**src/rtl/branch_predict_tournament.sv**
```systemverilog
// Tournament chooser: a 2-bit choice table (CPHT) picks between the local and
// global direction predictors in F, the choice context rides F->D->E->M, and
// at M both predictors are scored to train the table and count mispredictions.
module branch_predict_tournament #(
  parameter int CPHT_DEPTH = 6,
  parameter int CNT_WIDTH  = 32
) (
  input  logic                 clk,
  input  logic                 rst,
  input  logic                 flushD,
  input  logic                 flushE,
  input  logic                 flushM,
  input  logic                 stallD,
  input  logic [31:0]          pcF,
  input  logic                 branchF,
  input  logic                 local_predF,
  input  logic                 global_predF,
  input  logic                 branchM,
  input  logic                 actual_takeM,
  output logic                 pred_takeD,
  output logic                 choose_globalD,
  output logic                 correctM,
  output logic                 mispredM,
  output logic [CNT_WIDTH-1:0] branch_cnt,
  output logic [CNT_WIDTH-1:0] mispred_cnt
);

  localparam int ENTRIES = 1 << CPHT_DEPTH;

  // Per-branch prediction context carried down the pipeline.
  typedef struct packed {
    logic                  pred_take;
    logic                  sel;
    logic                  local_pred;
    logic                  global_pred;
    logic [CPHT_DEPTH-1:0] idx;
  } ctx_t;

  logic [1:0]            cpht_q [ENTRIES];
  logic [1:0]            entry_d;
  logic [1:0]            entry_cur_s;
  logic [CPHT_DEPTH-1:0] idx_f_s;
  ctx_t                  ctx_f_s;
  ctx_t                  ctx_d_q, ctx_d_d;
  ctx_t                  ctx_e_q, ctx_e_d;
  ctx_t                  ctx_m_q, ctx_m_d;
  logic                  lc_s, gc_s;
  logic                  train_up_s, train_dn_s, cpht_we_s;
  logic [CNT_WIDTH-1:0]  branch_cnt_q, branch_cnt_d;
  logic [CNT_WIDTH-1:0]  mispred_cnt_q, mispred_cnt_d;
  logic                  unused_pc_s;

  // Word-aligned PC bits form the table index; the rest of the PC is ignored.
  assign idx_f_s     = pcF[CPHT_DEPTH+1:2];
  assign unused_pc_s = ^{pcF[31:CPHT_DEPTH+2], pcF[1:0]};

  // F-stage selection: the table MSB picks the global predictor.
  always_comb begin
    ctx_f_s.idx         = idx_f_s;
    ctx_f_s.sel         = cpht_q[idx_f_s][1];
    ctx_f_s.local_pred  = local_predF;
    ctx_f_s.global_pred = global_predF;
    if (ctx_f_s.sel) begin
      ctx_f_s.pred_take = branchF & global_predF;
    end else begin
      ctx_f_s.pred_take = branchF & local_predF;
    end
  end

  // Pipeline next-state: flush clears a stage and wins over stall at D.
  always_comb begin
    if (flushD) begin
      ctx_d_d = '0;
    end else if (stallD) begin
      ctx_d_d = ctx_d_q;
    end else begin
      ctx_d_d = ctx_f_s;
    end
    if (flushE) begin
      ctx_e_d = '0;
    end else begin
      ctx_e_d = ctx_d_q;
    end
    if (flushM) begin
      ctx_m_d = '0;
    end else begin
      ctx_m_d = ctx_e_q;
    end
  end

  // M-stage scoring of the final prediction and of each component predictor.
  always_comb begin
    lc_s       = (ctx_m_q.local_pred == actual_takeM);
    gc_s       = (ctx_m_q.global_pred == actual_takeM);
    correctM   = branchM & (ctx_m_q.pred_take == actual_takeM);
    mispredM   = branchM & ~correctM;
    train_up_s = branchM & gc_s & ~lc_s;
    train_dn_s = branchM & lc_s & ~gc_s;
    cpht_we_s  = train_up_s | train_dn_s;
  end

  // Saturating 2-bit update of the entry carried down with the branch.
  always_comb begin
    entry_cur_s = cpht_q[ctx_m_q.idx];
    if (train_up_s && (entry_cur_s != 2'b11)) begin
      entry_d = entry_cur_s + 2'b01;
    end else if (train_dn_s && (entry_cur_s != 2'b00)) begin
      entry_d = entry_cur_s - 2'b01;
    end else begin
      entry_d = entry_cur_s;
    end
  end

  // Statistics counters, wrapping naturally at their width.
  always_comb begin
    if (branchM) begin
      branch_cnt_d = branch_cnt_q + {{(CNT_WIDTH-1){1'b0}}, 1'b1};
    end else begin
      branch_cnt_d = branch_cnt_q;
    end
    if (mispredM) begin
      mispred_cnt_d = mispred_cnt_q + {{(CNT_WIDTH-1){1'b0}}, 1'b1};
    end else begin
      mispred_cnt_d = mispred_cnt_q;
    end
  end

  // Choice table: reset to weakly-local; F reads see the pre-edge value.
  always_ff @(posedge clk) begin
    if (rst) begin
      for (int i = 0; i < ENTRIES; i++) begin
        cpht_q[i] <= 2'b01;
      end
    end else if (cpht_we_s) begin
      cpht_q[ctx_m_q.idx] <= entry_d;
    end
  end

  // Context pipeline and counter registers.
  always_ff @(posedge clk) begin
    if (rst) begin
      ctx_d_q       <= '0;
      ctx_e_q       <= '0;
      ctx_m_q       <= '0;
      branch_cnt_q  <= '0;
      mispred_cnt_q <= '0;
    end else begin
      ctx_d_q       <= ctx_d_d;
      ctx_e_q       <= ctx_e_d;
      ctx_m_q       <= ctx_m_d;
      branch_cnt_q  <= branch_cnt_d;
      mispred_cnt_q <= mispred_cnt_d;
    end
  end

  assign pred_takeD     = ctx_d_q.pred_take;
  assign choose_globalD = ctx_d_q.sel;
  assign branch_cnt     = branch_cnt_q;
  assign mispred_cnt    = mispred_cnt_q;

endmodule

```
**config.mk**
```make
export PLATFORM = sky130hd
export DESIGN_NAME = branch_predict_tournament
export DESIGN_NICKNAME = d
export VERILOG_FILES = /design/src/rtl/branch_predict_tournament.sv
export SDC_FILE = /design/constraint.sdc
export NUM_CORES = 1
export LEC_CHECK = 0
export ABC_AREA = 1
export CAP_MARGIN = 40
export CORE_ASPECT_RATIO = 1.4
export CORE_MARGIN = 5
export CORE_UTILIZATION = 30
export CTS_CLUSTER_DIAMETER = 50
export DETAILED_ROUTE_END_ITERATION = 6
export PLACE_DENSITY = 0.49
export SKIP_LAST_GASP = 1
export SLEW_MARGIN = 20
export SYNTH_ARGS = -nofsm -noshare
export SYNTH_HDL_FRONTEND = slang
export SYNTH_SLANG_ARGS = --single-unit
```
**constraint.sdc**
```tcl
create_clock -name clk -period 5.3 [get_ports clk]
set_input_delay 0.53 -clock clk [delete_from_list [all_inputs] [get_ports clk]]
set_output_delay 0.53 -clock clk [all_outputs]
set_load 0.01 [all_outputs]
```
==> results by group <==
Setup path
  • Critical path endpoint category: flop
  • WP data required: about 5600 ps
  • Worst endpoint data arrival time: 4200 ps
  • Worst R2R Path Depth: 15
  • Kind of critical path: flop to flop
  • Critical Path Source Type: flop
  • Flop2flop setup slack: 1350 ps
  • RR Endpoint: cpht_q[6][0]
  • Worst R2R Start: ctx_m_q[0]
  • Worst-path maximum fanout: 48

Status
  • Status: finished, final reports clean

Min path
  • WHS Path Cells: 2
  • Worst hold path class: flop to flop
  • Worst Min Path Start: ctx_e_q[0]
  • Worst Hold End: ctx_m_q[0]

Clock network
  • TritonCTS Buffers: 29
  • Clock latency on the worst-skew pair: 560 ps
  • Resized Gates After CTS: 0
  • Htree depth: 1
  • CTS tree: built
  • Hold buffers post-CTS: 0
  • Root Driver: clkbuf_16
  • Clock sink total: 220
  • Clock buffer depth: 3
  • Clock transition at path regs: roughly 60 ps
  • Post-CTS setup buffer count: 0

Yosys
  • Cell taking the most area after synthesis: edfxtp_1
  • Commonest cells post-synth: nand2_1 (427), nor2_1 (218), inv_1 (196)
  • XOR/XNOR Fraction of Synth Area: between 1 and 1.5%
  • Compound-Gate Fraction of Synth Area: 6.39%
  • Seq/Total Area, Yosys: 49.1%
  • Number of synthesized flops with an enable pin: 128
  • Ys flop type: edfxtp_1
  • Async SR Flop Fraction: 0%
  • #FFs+latches synth: 220
  • Synthesis warning total: 0
  • Count leader, synth: nand2_1
  • Avg Inst Size Synth: 7.54 µm²
  • Top cells by area, synth: edfxtp_1 (33%), dfxtp_1 (16%), nand2_1 (14%)
  • Cells after Synth: 1535
  • Synth top area share: between 30% and 40%
  • Post-Synth Adder-Cell Area: 0.432%
  • Post-synth net total: 1582
  • Post-synth cell types: 39
  • Multiplexer share of the synthesized area: 0%
  • Synthesized cell area: around 12000 µm²
  • Largest family of logic cells by synthesized area: simple AND/OR/NAND/NOR gates
  • Post-synthesis simple-gate area fraction: around a third

STA
  • Pins Over Slew Limit: 0
  • Setup violators final: 0
  • RSZ-0062 raised after global routing: false
  • Final worst path period share: 74.5%
  • Worst slew pin tran: 859 ps
  • FMAX: 253 MHz
  • Tmin final: roughly 4000 ps
  • Post-Route Setup TNS: 0 ps
  • Slew headroom: between 40% and 50%
  • Fin. Hold Viols: 0
  • Final Skew: 12.5 ps
  • Worst Hold Slack: 409 ps

Pwr
  • Net Sw Power: between 0.001 and 0.0015 W
  • Worst VDD drop: 0.000192 V
  • Pwr dens: 296 nW/µm²
  • Clock network power share: 48.3%
  • Logic pwr share: 6.2%
  • Switching Share: 24.9%
  • Flop pwr share: ~46%
  • Pint: ~0.003 W
  • Leak: 4.77 nW

Cells and area
  • Diode count: 0
  • P&R area growth vs syn: 18.4%
  • Nets@finish: between 1500 and 2000
  • Fin area: 13700 µm²
  • Fraction of layout cells with a size suffix above 1: 5.29%

Floorplan
  • Die W: between 150 and 200 µm
  • Initial cell density of the core: a little over 30%
  • Die Y: 242 µm
  • CORE AREA: 38300 µm²
  • Full die area: around 43000 µm²
  • Rows: 85
  • I/O pins: around 110

Drt
  • Vias: 10372
  • Iteration-0 DRC Markers: 756
  • First-pass DRT Iterations: 6
  • Routed wire length: 37600 µm
  • Via density: 4.93
  • Avg WL per Cell: 17.9 µm
  • Drt drc: 0
  • Antenna viol nets, final: 0

Global route
  • GRT Util Overall: 17.1%
  • Vias in the first global route: 10009
  • First-pass GRT wire length: between 50000 and 60000 µm
  • Largest net degree at the start of global routing: 65
  • Overflow after GRT: 0
  • Initial antenna violation count: 0

Placed design
  • PortBufs: 84
  • DPL Wire Length: roughly 25000 µm
  • GP Congestion: 0.857
  • Placed cell areas: approximately 13000 µm²

Run
  • Max-Cap Viols: 0
[worst max path at each step]
stage               slack (ps)  startpoint  cells after the start             to
floorplan                 2730  ctx_m_q[0]                     18  cpht_q[10][1]
global placement          1440  ctx_m_q[0]                     15  cpht_q[11][0]
detailed placement        1360  ctx_m_q[0]                     15  cpht_q[11][0]
CTS                       1340  ctx_m_q[0]                     15  cpht_q[11][0]
global route              1130  ctx_m_q[0]                     18   cpht_q[2][1]
finish                    1350  ctx_m_q[0]                     15   cpht_q[6][0]
[stage by stage]
step	total power, W	utilization, %	setup slack [ps]	std cells
after floorplan	0.00205	-	2730	1535
after global placement	0.00212	33.2	1440	2048
after detailed placement	0.00213	33.3	1360	2050
after CTS	0.00410	35.8	1340	2103
after global routing	0.00419	35.8	1130	2103
final	0.00405	35.8	1350	2103
[logic make-up after synthesis]
kind of cell / Yosys count
AND/OR/NAND/NOR: 892
buffers and inverters: 265
adder cells (fa/ha/maj): 4
XOR/XNOR: 17
AO/OA/AOI/OAI: 137
flip-flops: 220
[power by group through the flow]
stage | logic [W] | clock network (W) | registers [W]
after CTS | 0.000251 | 0.00200 | 0.00184
after global placement | 0.000243 | 0 | 0.00188
final | 0.000250 | 0.00196 | 0.00184
after floorplan | 0.000172 | 0 | 0.00187
after global routing | 0.000274 | 0.00207 | 0.00185
after detailed placement | 0.000250 | 0 | 0.00188
[worst max-delay path: stages, from the launching register on]
cell and delay, ps:
dfxtp_1 370, buf_4 430, nand3_1 160, inv_1 510, a22oi_1 240, nand2_1 140
o21ai_1 70, nand2_1 120, nor2_2 60, nand2_1 170, ha_1 180, nor2_1 50
nor2_1 240, nand3b_1 170, buf_4 530, nand3_1 160
[final cells by class]
type / instances / area [µm²]
fill: 4040 / 24600
sequential: 220 / 5690
multi-input combinational: 1050 / 4710
timing repair buffer: 98 / 998
clock buffer: 35 / 769
inverter: 204 / 768
tap: 478 / 598
clock inverter: 18 / 178
[routing by layer]
layer	global-route usage, %	share of wire, %	wire length, µm
met1	21.9	41	15600
met2	28.8	48	17900
met3	2.72	6.8	2540
met4	7.00	4.1	1530
met5	0	0	0
[cells in the final DEF, fill, tap and decap left out, types with 3 or more instances in the layout]
master / instances
a21oi_1: 66
a22oi_1: 4
buf_4: 11
clkbuf_1: 5
clkbuf_16: 30
clkdlybuf4s50_1: 84
clkinv_1: 3
clkinvlp_4: 5
dfxtp_1: 92
edfxtp_1: 128
ha_1: 4
inv_1: 196
inv_2: 6
inv_6: 4
nand2_1: 427
nand3_1: 142
nand3_2: 3
nand3b_1: 3
nand4_1: 30
nor2_1: 218
nor2_2: 5
nor3_1: 46
nor3b_1: 3
nor4_1: 7
o21a_1: 4
o21ai_0: 42
o21ai_1: 12
or2_2: 4
xor2_1: 15
[sequential cells by signal, indices dropped and copies added, names as in the netlist]
register,flops
pred_takeD,1
ctx_m_q,9
branch_cnt,32
mispred_cnt,32
ctx_d_q,8
ctx_e_q,9
choose_globalD,1
cpht_q,128
No activity file was read; power rests on OpenSTA's default activity.
